[config.mk]
export PLATFORM = sky130hd
export DESIGN_NAME = clk_div_ratio_ctrl_flat
export DESIGN_NICKNAME = d
export VERILOG_FILES = /design/src/rtl/clk_div_ratio_ctrl_if.sv /design/src/rtl/clk_div_ratio_ctrl.sv /design/src/flat_wrapper.sv
export SDC_FILE = /design/constraint.sdc
export NUM_CORES = 1
export LEC_CHECK = 0
export CAP_MARGIN = 20
export CELL_PAD_IN_SITES_DETAIL_PLACEMENT = 0
export CELL_PAD_IN_SITES_GLOBAL_PLACEMENT = 1
export CORE_UTILIZATION = 40
export DETAILED_ROUTE_END_ITERATION = 8
export PLACE_DENSITY_LB_ADDON = 0.25
export SKIP_CTS_REPAIR_TIMING = 1
export SLEW_MARGIN = 10
export SYNTH_ARGS = -nofsm -noshare
export SYNTH_HDL_FRONTEND = slang
export SYNTH_SLANG_ARGS = --single-unit
[constraint.sdc]
create_clock -name i_ref_clk -period 1.6 [get_ports i_ref_clk]
set_input_delay 0.24 -clock i_ref_clk [delete_from_list [all_inputs] [get_ports i_ref_clk]]
set_output_delay 0.24 -clock i_ref_clk [all_outputs]
set_load 0.005 [all_outputs]
[src/rtl/clk_div_ratio_ctrl_if.sv]
// rtl/clk_div_ratio_ctrl_if.sv - ratio request handshake between register file and sequencer
interface clk_div_ratio_ctrl_if #(
   parameter int DIV_WIDTH = 8
);
   logic                 i_cfg_valid;
   logic [DIV_WIDTH-1:0] i_cfg_ratio;
   logic                 o_cfg_ready;

   modport master (
      output i_cfg_valid,
      output i_cfg_ratio,
      input  o_cfg_ready
   );

   modport slave (
      input  i_cfg_valid,
      input  i_cfg_ratio,
      output o_cfg_ready
   );
endinterface

[src/rtl/clk_div_ratio_ctrl.sv]
// rtl/clk_div_ratio_ctrl.sv - sequences new division ratios into the clock divider
// Gates the divider off, drains, loads the ratio, settles, then re-enables.
module clk_div_ratio_ctrl #(
   parameter int DIV_WIDTH   = 8,
   parameter int SETTLE_CYC  = 4,
   parameter int RESET_RATIO = 1
) (
   input  logic                 i_ref_clk,
   input  logic                 i_rst,
   input  logic                 i_enable,
   clk_div_ratio_ctrl_if.slave  cfg,
   input  logic                 i_err_clr,
   output logic                 o_clk_en,
   output logic [DIV_WIDTH-1:0] o_div_ratio,
   output logic                 o_busy,
   output logic                 o_done,
   output logic                 o_err
);
   localparam int CNT_W = (SETTLE_CYC < 1) ? 1 : $clog2(SETTLE_CYC + 1);
   localparam logic [CNT_W-1:0] CNT_LAST = CNT_W'(SETTLE_CYC - 1);

   typedef enum logic [1:0] {
      IDLE,
      DRAIN,
      LOAD,
      SETTLE
   } state_t;

   state_t               state_q, state_d;
   logic [CNT_W-1:0]     cnt_q, cnt_d;
   logic [DIV_WIDTH-1:0] pend_q, pend_d;
   logic [DIV_WIDTH-1:0] ratio_d;
   logic                 clk_en_d, done_d, err_d, ready_q, ready_d, busy_d;

   assign cfg.o_cfg_ready = ready_q;

   always_ff @(posedge i_ref_clk or negedge i_rst) begin
      if (!i_rst) begin
         state_q     <= IDLE;
         cnt_q       <= '0;
         pend_q      <= '0;
         o_clk_en    <= 1'b0;
         o_div_ratio <= DIV_WIDTH'(RESET_RATIO);
         ready_q     <= 1'b1;
         o_busy      <= 1'b0;
         o_done      <= 1'b0;
         o_err       <= 1'b0;
      end else begin
         state_q     <= state_d;
         cnt_q       <= cnt_d;
         pend_q      <= pend_d;
         o_clk_en    <= clk_en_d;
         o_div_ratio <= ratio_d;
         ready_q     <= ready_d;
         o_busy      <= busy_d;
         o_done      <= done_d;
         o_err       <= err_d;
      end
   end

   always_comb begin
      state_d  = state_q;
      cnt_d    = cnt_q;
      pend_d   = pend_q;
      clk_en_d = o_clk_en;
      ratio_d  = o_div_ratio;
      done_d   = 1'b0;
      // a clear is overridden below by a same-edge reject
      err_d    = i_err_clr ? 1'b0 : o_err;

      case (state_q)
         IDLE: begin
            clk_en_d = i_enable;
            if (cfg.i_cfg_valid) begin
               pend_d = cfg.i_cfg_ratio;
               if (cfg.i_cfg_ratio == '0) begin
                  err_d  = 1'b1;
                  done_d = 1'b1;
               end else if (cfg.i_cfg_ratio == o_div_ratio) begin
                  done_d = 1'b1;
               end else begin
                  clk_en_d = 1'b0;
                  state_d  = DRAIN;
                  cnt_d    = '0;
               end
            end
         end
         DRAIN: begin
            if (cnt_q == CNT_LAST) begin
               state_d = LOAD;
               cnt_d   = '0;
            end else begin
               cnt_d = cnt_q + 1'b1;
            end
         end
         LOAD: begin
            ratio_d = pend_q;
            state_d = SETTLE;
            cnt_d   = '0;
         end
         SETTLE: begin
            if (cnt_q == CNT_LAST) begin
               state_d  = IDLE;
               cnt_d    = '0;
               clk_en_d = i_enable;
               done_d   = 1'b1;
            end else begin
               cnt_d = cnt_q + 1'b1;
            end
         end
         default: begin
            state_d = IDLE;
            cnt_d   = '0;
         end
      endcase

      ready_d = (state_d == IDLE);
      busy_d  = (state_d != IDLE);
   end
endmodule
[src/flat_wrapper.sv]
// flat-port wrapper written by rule: the top's interface ports become plain ports
module clk_div_ratio_ctrl_flat 
#(
   parameter int DIV_WIDTH   = 8,
   parameter int SETTLE_CYC  = 4,
   parameter int RESET_RATIO = 1
)
  (i_ref_clk, i_rst, i_enable, i_err_clr, o_clk_en, o_div_ratio, o_busy, o_done, o_err, cfg_i_cfg_valid, cfg_i_cfg_ratio, cfg_o_cfg_ready);
  clk_div_ratio_ctrl_if #(.DIV_WIDTH(DIV_WIDTH)) cfg_i ();
  input  logic i_ref_clk;
  input  logic i_rst;
  input  logic i_enable;
  input  logic i_err_clr;
  output logic o_clk_en;
  output logic [DIV_WIDTH-1:0] o_div_ratio;
  output logic o_busy;
  output logic o_done;
  output logic o_err;
  input wire logic [$bits(cfg_i.i_cfg_valid)-1:0] cfg_i_cfg_valid;
  input wire logic [$bits(cfg_i.i_cfg_ratio)-1:0] cfg_i_cfg_ratio;
  output wire logic [$bits(cfg_i.o_cfg_ready)-1:0] cfg_o_cfg_ready;
  assign cfg_i.i_cfg_valid = cfg_i_cfg_valid;
  assign cfg_i.i_cfg_ratio = cfg_i_cfg_ratio;
  assign cfg_o_cfg_ready = cfg_i.o_cfg_ready;
  clk_div_ratio_ctrl #(.DIV_WIDTH(DIV_WIDTH), .SETTLE_CYC(SETTLE_CYC), .RESET_RATIO(RESET_RATIO)) u_core (.i_ref_clk(i_ref_clk), .i_rst(i_rst), .i_enable(i_enable), .cfg(cfg_i), .i_err_clr(i_err_clr), .o_clk_en(o_clk_en), .o_div_ratio(o_div_ratio), .o_busy(o_busy), .o_done(o_done), .o_err(o_err));
endmodule
; Word-level counts from Yosys, hierarchy flattened
; Cells that the tools add are included.
[totals]
word_cells = 53
out_inout_bits = 13
inputBits = 13
register_bits = 26
[op_classes]
n_mux = 25
add_sub_neg = 1
reduce_logical = 9
n_eq_ne = 9
[op_table]
columns = op, count
row1 = 2-to-1 mux 1 bit, 12
row2 = 2-to-1 mux 3 bit, 4
row3 = 2-to-1 mux 2 bit, 5
row4 = case mux 3 bit (3 select lines), 1
row5 = equality test 8 bit, 1
row6 = zero test 8 bit, 1
row7 = case mux 2 bit (4 select lines), 1
row8 = inequality test 2 bit (second input constant), 3
row9 = equality test 2 bit (second input constant), 2
row10 = zero test 2 bit, 2
row11 = case mux 1 bit (2 select lines), 2
row12 = AND reduction 2 bit, 2
row13 = nonzero test 2 bit, 2
row14 = adder 3 x 1 -> 3 bit (second input constant), 1
row15 = equality test 3 x 2 -> 1 bit (second input constant), 1
row16 = AND reduction 3 bit, 1
row17 = equality test 2 x 1 -> 1 bit (second input constant), 1
row18 = inequality test 2 x 1 -> 1 bit (second input constant), 1
row19 = OR reduction 2 bit, 1

; Logic depth before layout (Yosys ltp)
[depth]
ltp_word = 6
ltp_mapped = 6
ltp_nobuf = 6

; Least setup slack after synthesis
; OpenSTA, ideal clock, no wires.
[synth_path]
path_type = register -> register
startpoint = register u_core.cnt_q[0]
endpoint = register u_core.state_q[1]
arrival_time_ps = 1321
stages_incl_launch_ff = 7
period_less_slack_ps = 1455
setup_ps = 135
path_slack_ps = 145
required_ps = 1465
path_buffers = 1
path_cell_list = dfrtp_1 > ha_1 > nor2b_1 > buf_2 > or2_1 > a21oi_1 > o22ai_1
[synth_between]
elab_chain_len = 3
word_cells_on_any_way = 4
cone_classes = 1 x eq/ne / 3 x mux
[synth_rtl]
columns = item, line
row1 = from (decl), clk_div_ratio_ctrl.sv:30  ; logic [CNT_W-1:0] cnt_q, cnt_d;
row2 = from (signal assigned), clk_div_ratio_ctrl.sv:50  ; cnt_q <= cnt_d;
row3 = equality test 3 x 2 -> 1 bit (*), "clk_div_ratio_ctrl.sv:89, clk_div_ratio_ctrl.sv:102"
row4 = 2-to-1 mux 2 bit (on tied branches), "clk_div_ratio_ctrl.sv:102, clk_div_ratio_ctrl.sv:89"
row5 = case mux 2 bit (4 select lines) (*), clk_div_ratio_ctrl.sv:71  ; case (state_q)
row6 = net u_core.state_d[1], clk_div_ratio_ctrl.sv:29  ; state_t state_q, state_d;
row7 = to (signal assigned), clk_div_ratio_ctrl.sv:49  ; state_q <= state_d;
row8 = to (decl), clk_div_ratio_ctrl.sv:29
; Mark *: on every way through the listed nets, which the timed path passes. The rest lies on a longest branch.
; A chain may end at the register's enable or synchronous reset.

; Worst setup path after layout
; Ends and elaborated chain as after synthesis.

==> metrics.txt <==
die width 58.8 microns; gr usage total 15.9%; most frequent cell after synthesis dfrtp_1; Die Ht 58.8 microns; Ant. Diodes 0; Final period util 97.0%; ys async rst share 100%; die area 3460 sq um; Synth Net Count 124; Worst EP arrival 1.76 ns; Synth Instances 106; grt total ovfl 0; largest net degree at the start of global routing 27; Primary FF master, synth dfrtp_1; Peak Freq 644 MHz; Min-Delay Path Class in2async; register area 653 sq um; DR iter-0 viols 23; Clock Latency Late Sink 0.31 ns; Post-route DRC 0; Unique masters post-synth 34; DR vias 949; area of the multi-input gates 632 sq um; number of synthesized register bits 26; port bufs 25; initial antenna violation count 0; worst path buffer plus inverter count 1; Clock Skews 0.00195 ns; Root Driver clkbuf_4; Reg2Reg Setup Slack 0.05 ns; GPL Wtd Cong 0.762; sequential share of the synthesized area 50.5%; DP Cell Count 180; Yosys top cell by area dfrtp_1; Final Hold Fails 0; 1st-pass router iterations 4; VDD IR max 866 uV; PD cells 1690 nW/um^2; core area 3050 sq um; Synth Warn # 0; CP delay by family, top flip-flops; Critical Path Start Type flip-flop; NumNets Final 160; Synth top area share 46.5%; Lkg Pwr 0.729 nW; Num CTS Buffers 3; share of layout cells above drive strength 1 29.8%; syn_area_per_cell 12.2 sq um; Layout area overhead 34.2%; worst slew pin tran 0.340 ns; effective utilization at floorplan 42.3%; synth cell count leaders dfrtp_1, mux2_2, nand2_1, xnor2_1; setup violators final 0; critical-path cell list ha_1 > nor2b_1 > buf_4 > or2_1 > a21oi_2 > o22ai_1; vias in the first global route 905; IO Count 26; fill count 282; max-cap violations 0; Worst-path clk slew 0.14 ns; Worst path slowest cell dfrtp_1; final core occ 56.8%; CTS Sinks 26; Synth area leaders dfrtp_1, mux2_2, xnor2_1; Post-Route WL 2540 microns; WS Path Type reg2reg; DP Wirelength 1860 microns; Max FO, Critical Path 6; post-DR vias/cell 5.13; Slew HR 77.3%; num rows 20; EDFF count, synth 0; non-filler cells, final 185; max-slew violation count 0; Post-Synthesis Cell Area 1290 sq um; status finished, final reports clean; CP Capture Type flip-flop; CTS max path bufs 2; CP peak stage delay 0.41 ns; first-pass GRT wire length 4070 microns; H-Tree Depth 1; TritonCTS clock tree yes; Antenna Nets Post-Route 0; Routed WL per cell 13.7 microns; crit path time final 1.55 ns; Final Hold Slack 0.272 ns; WP data required 1.81 ns
registers in the layout, indices dropped and copies added, names as in the netlist:
register,count
u_core.cfg.o_cfg_ready,1
u_core.cnt_q,3
u_core.o_busy,1
u_core.o_clk_en,1
u_core.o_div_ratio,8
u_core.o_done,1
u_core.o_err,1
u_core.pend_q,8
u_core.state_q,2
power by group:
group | internal (mW) | switching (mW) | leakage, nW
logic | 0.794 | 0.550 | 0.387
registers | 0.948 | 0.186 | 0.314
clock network | 0.253 | 0.191 | 0.0279
through the flow:
step	setup WS, ns	setup TNS, ns	total power [mW]	instance area, sq um
final	0.0474	0	2.92	1730
after global routing	-0.00301	-0.00301	3.13	1730
after CTS	-0.0656	-0.0964	2.90	1700
after detailed placement	-0.208	-1.49	2.44	1650
after global placement	-0.183	-1.26	2.41	1650
after floorplan	0.145	0	1.92	1290
placed cells by master, fill, tap and decap left out, types with 2 or more instances in the layout:
cell,synthesis,layout
dfstp_2,2,2
ha_1,5,4
mux2_2,17,17
o22ai_1,2,2
buf_4,0,9
dfrtp_1,24,24
xnor2_1,8,7
o2111ai_1,2,2
clkbuf_4,0,3
nor4_1,2,2
nand2b_1,2,2
dlymetal6s2s_1,0,2
nor2_1,4,4
o211ai_2,2,2
clkdlybuf4s50_1,0,23
nand2_1,8,8
inv_1,5,5
routing by layer:
metal	vias to the layer above	track usage, %	routed length [microns]
met2	24	26.6	1280
met4	0	7.82	49
li1	452	-	-
met1	467	19.5	1120
met3	6	3.30	99
met5	-	0	0
kinds of logic (layout without fill, tap and decap cells):
group	after synthesis	in the layout	synth area share [%]
AND/OR/NAND/NOR	23	23	9.20
adder cells (fa/ha/maj)	5	5	4.84
multiplexers	17	17	14.8
flip-flops	26	26	50.5
AO/OA/AOI/OAI	19	19	12.8
buffers and inverters	8	43	2.42
XOR/XNOR	8	8	5.42
final timing paths:
path | startpoint | endpoint | cells past startpoint
max | u_core.cnt_q[0] | u_core.state_q[1] | 6
min | i_rst | u_core.o_div_ratio[5] | 2
max reg2reg | u_core.cnt_q[0] | u_core.state_q[1] | 6
min reg2reg | u_core.pend_q[1] | u_core.pend_q[1] | 1
max in group asynchronous | i_rst | u_core.o_div_ratio[0] | 2
min in group i_ref_clk | i_err_clr | u_core.o_err | 2
worst register-to-register path, stage by stage (launching register included):
cell	delay (ns)
dfrtp_1	0.41
ha_1	0.21
nor2b_1	0.15
buf_4	0.16
or2_1	0.22
a21oi_2	0.19
o22ai_1	0.11
final cells by class:
type                            instances  area share, %
Clock buffer                            3           1.30
Multi-Input combinational cell         72           36.4
Inverter                                5           1.08
Timing Repair Buffer                   34           18.6
Clock inverter                          1           1.73
Sequential cell                        26           37.7
Tap cell                               44           3.17
(Power assumes the default switching activity.)
